--- config.mk ---
export PLATFORM = sky130hd
export DESIGN_NAME = square_add
export DESIGN_NICKNAME = d
export VERILOG_FILES = /design/src/rtl/sqrt_pkg.sv /design/src/rtl/square_add.sv
export SDC_FILE = /design/constraint.sdc
export NUM_CORES = 1
export LEC_CHECK = 0
export ABC_CLOCK_PERIOD_IN_PS = 5600
export CAP_MARGIN = 20
export CORE_ASPECT_RATIO = 0.6
export CORE_MARGIN = 3
export CORE_UTILIZATION = 25
export CTS_CLUSTER_SIZE = 12
export DETAILED_ROUTE_END_ITERATION = 7
export PLACE_DENSITY = 0.54
export SYNTH_ARGS = -nofsm -noshare
export SYNTH_HDL_FRONTEND = slang
export SYNTH_SLANG_ARGS = --single-unit
--- constraint.sdc ---
create_clock -name clk -period 5.6 [get_ports clk]
set_input_delay 1.12 -clock clk [delete_from_list [all_inputs] [get_ports clk]]
set_output_delay 1.12 -clock clk [all_outputs]
set_load 0.005 [all_outputs]
--- src/rtl/sqrt_pkg.sv ---
// sqrt_pkg: shared constants and state type for the sqrt datapath and its round-trip checker.
package sqrt_pkg;
  localparam int DW_DEFAULT = 16;
  localparam int CW = $clog2(DW_DEFAULT) + 1;
  typedef enum logic [1:0] {IDLE, MUL, ADD, DONE} sq_state_t;
endpackage

--- src/rtl/square_add.sv ---
// square_add: rebuilds D = Q*Q + remainder with a one-bit-per-clock shift-add squarer and flags D == D_expected.
module square_add
  import sqrt_pkg::*;
#(
  parameter int DW = DW_DEFAULT
) (
  input  logic                  clk,
  input  logic                  reset,
  input  logic                  start,
  input  logic [DW-1:0]         Q,
  input  logic [DW-1:0]         remainder,
  input  logic [2*DW-1:0]       D_expected,
  output logic [2*DW-1:0]       D,
  output logic                  match,
  output logic                  busy,
  output logic                  ready,
  output logic [$clog2(DW):0]   excounter
);
  localparam int LCW = $clog2(DW) + 1;
  sq_state_t         state_q, state_d;
  logic [DW-1:0]     mcand_q, mcand_d, mult_q, mult_d, rem_q, rem_d;
  logic [2*DW-1:0]   dexp_q, dexp_d, acc_q, acc_d, d_q, d_d, sum;
  logic [LCW-1:0]    cnt_q, cnt_d, sh;
  logic              match_q, match_d;
  assign sh  = LCW'(DW) - cnt_q;
  assign sum = acc_q + {{DW{1'b0}}, rem_q};
  always_comb begin
    state_d = state_q;
    mcand_d = mcand_q;
    mult_d  = mult_q;
    rem_d   = rem_q;
    dexp_d  = dexp_q;
    acc_d   = acc_q;
    cnt_d   = cnt_q;
    d_d     = d_q;
    match_d = match_q;
    case (state_q)
      IDLE: if (start) begin
        mcand_d = Q;
        mult_d  = Q;
        rem_d   = remainder;
        dexp_d  = D_expected;
        acc_d   = '0;
        cnt_d   = LCW'(DW);
        state_d = MUL;
      end
      MUL: begin
        // partial product weight grows by one bit each step, LSB of multiplier first
        acc_d   = acc_q + (mult_q[0] ? ({{DW{1'b0}}, mcand_q} << sh) : '0);
        mult_d  = mult_q >> 1;
        cnt_d   = cnt_q - LCW'(1);
        state_d = (cnt_q == LCW'(1)) ? ADD : MUL;
      end
      ADD: begin
        d_d     = sum;
        match_d = (sum == dexp_q);
        state_d = DONE;
      end
      default: state_d = IDLE;
    endcase
  end
  always_ff @(posedge clk) begin
    if (reset) begin
      state_q <= IDLE;
      mcand_q <= '0;
      mult_q  <= '0;
      rem_q   <= '0;
      dexp_q  <= '0;
      acc_q   <= '0;
      cnt_q   <= '0;
      d_q     <= '0;
      match_q <= 1'b0;
    end else begin
      state_q <= state_d;
      mcand_q <= mcand_d;
      mult_q  <= mult_d;
      rem_q   <= rem_d;
      dexp_q  <= dexp_d;
      acc_q   <= acc_d;
      cnt_q   <= cnt_d;
      d_q     <= d_d;
      match_q <= match_d;
    end
  end
  assign D         = d_q;
  assign match     = match_q;
  assign busy      = (state_q == MUL) || (state_q == ADD);
  assign ready     = (state_q == DONE);
  assign excounter = cnt_q;
endmodule

==> metrics, run 1 <==
Remaining Overflow, GRT 0; Least-Margin Pin Slew roughly 1.1 ns; root cell of the clock tree clkbuf_16; TritonCTS Buffers 17; die outline area 43700 sq um; final setup violating endpoints 0; Detailed Place HPWL 26200 um; Global Route Usage Sum ~16%; clock share of power 37.4%; clock period minus worst slack about 5 ns; first-pass GRT wire length 53200 um; minimum hold slack 0.445 ns; top post-synthesis cells by area dfxtp_1 (30%), nand2_1 (7.2%), ha_1 (6.4%), a21oi_1 (5.8%), nor2_1 (5.7%); Max Cap Viol 0; post-CTS setup buffers 0; Crit Path Max Fanout 21; critical-path cell list inv_1 > ha_1 > buf_4 > mux2i_1 > a21oi_1 > a21oi_1 > nand2_1 > o21ai_0 > nor2_1 > ha_1 > o21a_1 > o21ai_0 > a21oi_1 > o21ai_0 > a31oi_1 > o21ai_1 > a21boi_0 > or3_1 > a32o_1; kind of cell adding the most delay to the critical path compound AO/OA/AOI/OAI gates; Die X 268 um; # hold bufs at CTS 0; logic gate share of total power 27.6%; CTS tree yes; CTS H-tree depth 4; Initial Utilization between 20% and 30%; nets around 1500; post-synthesis sequential area ratio 29.6%; clock sink count between 150 and 200; Net Count, Synth 1439; Levels on crit path 19; Detailed Route Iter0 Violations 921; reg2reg start excounter[1]$_SDFFE_PP0P_; Rows 56; Peak supply drop 0.000163 V; PortBufs 106; area grow syn2layout 20.7%; detailed-route wire length roughly 34000 um; Pins Over Slew Limit 0; post-route ant nets 0; top cells by count, synth nand2_1 (198), nor2_1 (156), dfxtp_1 (152); Unique masters post-synth 84; top-count cell post-synth nand2_1; critical path arrival 5.23 ns; Synth Flop Type dfxtp_1; final hold vios 0; Max Clock Freq 0.204 GHz; status completed; cell depth of the worst flop-to-flop path 19; Ys Warns 0; worst setup path start excounter[1]$_SDFFE_PP0P_; Pint 2340 uW; Synth async-reset ratio 0%; Reg2Reg Setup Slack just over 0.7 ns; sequential power share about a third; RSZ-0062 raised after global routing no; synthesized area ~10000 sq um; synthesis-stage register bit count 152; I/O pin total ~110; Syn Area/Cell 7.81 sq um; critical register-to-register path endpoint acc_q[28]$_SDFFE_PP0P_; worst setup path end acc_q[28]$_SDFFE_PP0P_; Post-synth EDFFs 0; element type at the critical path end register; via/cell ratio 5.13; Crit-path slowest cell o21ai_0; max_slew headroom between 20% and 30%; routed len/inst 17.7 um; Net Sw Power 1170 uW; DRT Pass-1 Iters 5; vias in the first global route about 9200; post-cts gate resize count 0; CTS clk-pin slew, worst paths 0.07 ns; post-synthesis cell count 1317; share of cells above drive strength 1 7.15%; chip height 163 um; largest net degree at the start of global routing 65; antenna diode count 0; CP Buf/Inv Count 2; Synth top area share 29.6%; critical path class register to register; hold depth 2; Power Density 283 nW/um^2; Crit path required time 5.94 ns; core area 39800 sq um; # DRC 0; Clock Skews 0.0102 ns; worst skew pair latency 0.45 ns; vias 9792; Final period util 87.4%; leak pwr 0.00459 uW; setup TNS 0 ns; Hold/Removal Path Class register to register; Sw Ratio 33.4%; GP Congestion 0.923; Longest Clk Path Bufs 2; max incr delay on CP about 0.47 ns; initial antenna violation count 0; CP startpoint kind register; cell taking the most area after synthesis dfxtp_1
[cell families (layout without fill, tap and decap cells)]
logic type      Yosys count  count (layout)  share of synthesized area, %
simple gates            528             528                          23.6
compound gates          332             332                          20.9
flops                   152             152                          29.6
buf+inv                 105             173                          4.33
xor+xnor                 85              85                          7.53
mux                      60              60                          7.27
fa+ha+maj                55              55                          6.83
[layout make-up]
type                    instances  area, sq um
well taps                     522          653
clock inverters                13          215
flip-flops and latches        152         3040
repair buffers                123         1190
inverters                      18         67.6
clock buffers                  19          443
multi-input cells            1060         6810
fillers                      4226        27400
[worst reg2reg max path, cell delays in order (launching register included)]
cell	delay (ns)
dfxtp_1	0.37
inv_1	0.08
ha_1	0.36
buf_4	0.29
mux2i_1	0.28
a21oi_1	0.13
a21oi_1	0.35
nand2_1	0.09
o21ai_0	0.13
nor2_1	0.09
ha_1	0.34
o21a_1	0.14
o21ai_0	0.47
a21oi_1	0.16
o21ai_0	0.34
a31oi_1	0.17
o21ai_1	0.27
a21boi_0	0.15
or3_1	0.31
a32o_1	0.26
[registers in the layout (all words and copies together), names as in the netlist]
name,flops
D,32
acc_q,32
dexp_q,32
mcand_q,16
mult_q,16
rem_q,16
excounter,5
state_q,2
match,1
[stage by stage]
| stage | power [uW] | setup WS (ns) | utilization, % | cell area (sq um) | std cells |
|---|---|---|---|---|---|
| 2_1_floorplan | 1880 | 0.430 | - | 10300 | 1317 |
| 3_3_place_gp | 2210 | 0.913 | 29.6 | 11800 | 1875 |
| 3_5_place_dp | 2210 | 0.891 | 29.6 | 11800 | 1875 |
| 4_1_cts | 3540 | 0.829 | 31.2 | 12400 | 1907 |
| 5_1_grt | 3690 | 0.393 | 31.2 | 12400 | 1907 |
| 6_report | 3510 | 0.704 | 31.2 | 12400 | 1907 |
[layer usage]
| metal | vias to the layer above | GRT usage (%) | part of all wire, % |
|---|---|---|---|
| met5 | - | 0 | 0 |
| met4 | 0 | 2.55 | 0.79 |
| met3 | 21 | 4.02 | 7.1 |
| met2 | 318 | 20.6 | 38 |
| met1 | 4629 | 24.8 | 54 |
| li1 | 4824 | - | - |
[worst min-delay path by stage]
stage,start,endpoint
after detailed placement,match$_SDFFE_PP0P_,match$_SDFFE_PP0P_
final,match$_SDFFE_PP0P_,match$_SDFFE_PP0P_
after global routing,match$_SDFFE_PP0P_,match$_SDFFE_PP0P_
after global placement,match$_SDFFE_PP0P_,match$_SDFFE_PP0P_
after CTS,match$_SDFFE_PP0P_,match$_SDFFE_PP0P_
after floorplan,match$_SDFFE_PP0P_,match$_SDFFE_PP0P_
[power by group through the flow]
stage	Clock (uW)	Combinational, uW	Sequential [uW]
finish	1310	969	1230
global placement	0	957	1250
detailed placement	0	956	1250
CTS	1350	961	1230
global route	1380	1070	1240
floorplan	0	658	1220
[placed cells by master, fill, tap and decap left out, types with 24 or more instances in the layout]
| master | Yosys | routed |
|---|---|---|
| a211oi_1 | 39 | 39 |
| a21oi_1 | 120 | 120 |
| clkdlybuf4s50_1 | 0 | 105 |
| dfxtp_1 | 152 | 152 |
| ha_1 | 53 | 52 |
| mux2i_1 | 44 | 44 |
| nand2_1 | 198 | 197 |
| nand3_1 | 27 | 27 |
| nor2_1 | 156 | 156 |
| nor3_1 | 24 | 24 |
| o21ai_0 | 42 | 42 |
| xnor2_1 | 50 | 50 |
| xor2_1 | 32 | 32 |
Note: power is estimated with default switching activity, not from simulation.
==> inputs of run 2 (changes only) <==
--- a/config.mk
+++ b/config.mk
@@ -13,6 +13,7 @@
 export CTS_CLUSTER_SIZE = 12
 export DETAILED_ROUTE_END_ITERATION = 7
 export PLACE_DENSITY = 0.54
+export SKIP_LAST_GASP = 1
 export SYNTH_ARGS = -nofsm -noshare
 export SYNTH_HDL_FRONTEND = slang
 export SYNTH_SLANG_ARGS = --single-unit
==> results of run 2 <==
Same layout as run 1: the final DEF is identical, and so are final timing and power.
==> inputs of run 3 (changes only) <==
--- a/config.mk
+++ b/config.mk
@@ -5,6 +5,7 @@
 export SDC_FILE = /design/constraint.sdc
 export NUM_CORES = 1
 export LEC_CHECK = 0
+export ABC_AREA = 1
 export ABC_CLOCK_PERIOD_IN_PS = 5600
 export CAP_MARGIN = 20
 export CORE_ASPECT_RATIO = 0.6
@@ -12,7 +13,7 @@
 export CORE_UTILIZATION = 25
 export CTS_CLUSTER_SIZE = 12
 export DETAILED_ROUTE_END_ITERATION = 7
-export PLACE_DENSITY = 0.54
+export PLACE_DENSITY = 0.53
 export SKIP_LAST_GASP = 1
 export SYNTH_ARGS = -nofsm -noshare
 export SYNTH_HDL_FRONTEND = slang
==> run 3 against run 2 <==
Largest power group is now registers. Register-to-register slack improved by 0.02 ns. Routed wire length rose by 30%. Via count rose by 22%. Cell count rose by 28%. Setup slack improved by 0.016 ns. Sequential cell count did not move.
==> metrics, run 3 <==
status completed; final hold vios 0; Synth async-reset ratio 0%; Remaining Overflow, GRT 0; hold depth 2; Syn Area/Cell around 6.0 sq um; sequential power share 36.3%; post-CTS setup buffers 0; CTS tree yes; Detailed Route Iter0 Violations 1286; leak pwr 0.00580 uW; first-pass GRT wire length 66000 um; Peak supply drop around 0.00021 V; # hold bufs at CTS 0; detailed-route wire length 43700 um; post-synthesis sequential area ratio 28.3%; Synth top area share 28.3%; commonest non-fill, non-tap cells in the layout nand2_1 (485), inv_1 (202), nor2_1 (202), o21ai_0 (155), dfxtp_1 (152); post-synthesis cell count 1780; vias in the first global route between 10000 and 15000; Pins Over Slew Limit 0; post-cts gate resize count 0; post-route ant nets 0; die outline area 45700 sq um; CP startpoint kind register; initial antenna violation count 0; antenna diode count 0; I/O pin total 107; Hold Startpoint dexp_q[28]$_SDFFE_PP0P_; element type at the critical path end register; DRT Pass-1 Iters 5; cell depth of the worst flop-to-flop path 22; root cell of the clock tree clkbuf_16; largest net degree at the start of global routing 76; max_slew headroom 46.4%; Hold Path Sink dexp_q[28]$_SDFFE_PP0P_; top post-synthesis cells by area dfxtp_1 (28%), nand2_1 (17%), o21ai_0 (7.2%), inv_1 (7.1%), nor2_1 (7.1%); clock share of power 34.1%; via/cell ratio 4.93; # DRC 0; critical path class register to register; critical register-to-register path endpoint acc_q[24]$_SDFFE_PP0P_; CTS H-tree depth 4; Sw Ratio 38.5%; Global Route Usage Sum 19.0%; Net Count, Synth 1902; Hold/Removal Path Class register to register; Initial Utilization 25.5%; Critical Path Most Common Cell inv_1; fin util 30.7%; Unique masters post-synth 49; vias 12000; clock sink count 152; core area 42200 sq um; Longest Clk Path Bufs 2; chip height 167 um; Die X 274 um; top cells by count, synth nand2_1 (486), inv_1 (203), nor2_1 (203); Crit-path slowest cell fa_1; Detailed Place HPWL 34700 um; RSZ-0062 raised after global routing no; Reg2Reg Setup Slack 0.72 ns; most common cell after layout, fill and taps aside nand2_1; Power Density 263 nW/um^2; share of cells above drive strength 1 5.80%; CTS clk-pin slew, worst paths around 0.07 ns; cell taking the most area after synthesis dfxtp_1; Ys Warns 0; max incr delay on CP 0.46 ns; TritonCTS Buffers 17; Least-Margin Pin Slew 0.805 ns; Crit path required time 5.97 ns; nets 1972; clock period minus worst slack 4.88 ns; Net Sw Power 1310 uW; Crit Path Max Fanout 16; Final period util 87.1%; Max Cap Viol 0; Rows 58; Post-synth EDFFs 0; synthesis-stage register bit count 152; setup TNS 0 ns; worst skew pair latency 0.46 ns; top-count cell post-synth nand2_1; critical path arrival 5.25 ns; Pint 2090 uW; PortBufs 106; final setup violating endpoints 0; area grow syn2layout 20.2%; routed len/inst around 18 um; critical-path cell list inv_2 > ha_1 > nand2_1 > xor2_1 > inv_1 > nor2_1 > inv_1 > nor2_1 > inv_1 > nor2_1 > inv_1 > fa_1 > o21ai_1 > a21oi_1 > inv_1 > nand2_1 > nand2_1 > a21oi_1 > o21ai_0 > or2_2 > nand3_1 > a21oi_1; GP Congestion 0.968; Clock Skews 0.0154 ns; Synth Flop Type dfxtp_1; reg2reg start excounter[0]$_SDFFE_PP0P_; logic gate share of total power 29.6%; synthesized area 10800 sq um; Max Clock Freq 0.205 GHz
## run 3: cell types whose count changed in the layout (fill, tap and decap cells not counted), sizes merged, moves of 16 or more
cell | previous run | this run
o21ai | 51 | 164
nand2 | 198 | 498
a211oi | 40 | 2
inv | 21 | 222
xnor2 | 52 | 4
nor2 | 158 | 211
xor2 | 32 | 6
nand2b | 17 | 0
or2 | 5 | 21
a22oi | 21 | 1
mux2i | 44 | 3
nand3 | 27 | 143
## run 3: worst max path at each step
stage	startpoint	to	cells after the start
floorplan	excounter[0]$_SDFFE_PP0P_	acc_q[24]$_SDFFE_PP0P_	22
global placement	excounter[0]$_SDFFE_PP0P_	acc_q[24]$_SDFFE_PP0P_	23
detailed placement	excounter[0]$_SDFFE_PP0P_	acc_q[24]$_SDFFE_PP0P_	23
CTS	excounter[0]$_SDFFE_PP0P_	acc_q[24]$_SDFFE_PP0P_	23
global route	excounter[0]$_SDFFE_PP0P_	acc_q[24]$_SDFFE_PP0P_	23
finish	excounter[0]$_SDFFE_PP0P_	acc_q[24]$_SDFFE_PP0P_	22
## run 3: critical path: cells and delay by family, from the launching register on
family | cells | cell delay, ns
XOR/XNOR | 1 | 0.29
adder cells (fa/ha/maj) | 2 | 0.69
buffers and inverters | 6 | 1.07
AO/OA/AOI/OAI | 5 | 1.03
flip-flops | 1 | 0.32
AND/OR/NAND/NOR | 8 | 1.40
## run 3: layout make-up
cell class	count	area, sq um
Fill cell	4656	29200
Multi-Input combinational cell	1344	6660
Sequential cell	152	3040
Timing Repair Buffer	117	1140
Inverter	218	818
Tap cell	570	713
Clock buffer	19	453
Clock inverter	13	110
## run 3: cells by family (layout without fill, tap and decap cells)
kind of cell             after synthesis  count (layout)  synth area share [%]
AND/OR/NAND/NOR                      908             908                  35.4
AO/OA/AOI/OAI                        368             368                  18.7
buffers and inverters                284             367                  10.0
flip-flops                           152             152                  28.3
adder cells (fa/ha/maj)               55              55                  6.53
XOR/XNOR                              10              10                 0.813
multiplexers                           3               3                 0.279
## run 3: power groups by stage
stage	registers, uW	clock network, uW	logic, uW
floorplan	1230	0	649
detailed placement	1260	0	982
CTS	1230	1180	987
global placement	1250	0	983
finish	1230	1160	1010
global route	1240	1230	1120
## run 3: stage by stage
step	power, uW	instance area, sq um	worst slack (ns)	hold WS, ns	std cells
CTS	3400	12900	0.831	0.471	2433
detailed placement	2240	12400	0.851	0.461	2401
floorplan	1880	10800	2.00	0.441	1780
finish	3400	12900	0.720	0.471	2433
global route	3590	12900	0.227	0.492	2433
global placement	2240	12400	0.897	0.456	2401
## run 3: routing by layer
metal  vias up  part of all wire, %  global-route usage (%)
met3        20                  9.6                    5.07
met4         0                  1.0                    3.48
met5         -                    0                       0
li1       5936                    -                       -
met2       434                   36                    23.8
met1      5604                   54                    31.2
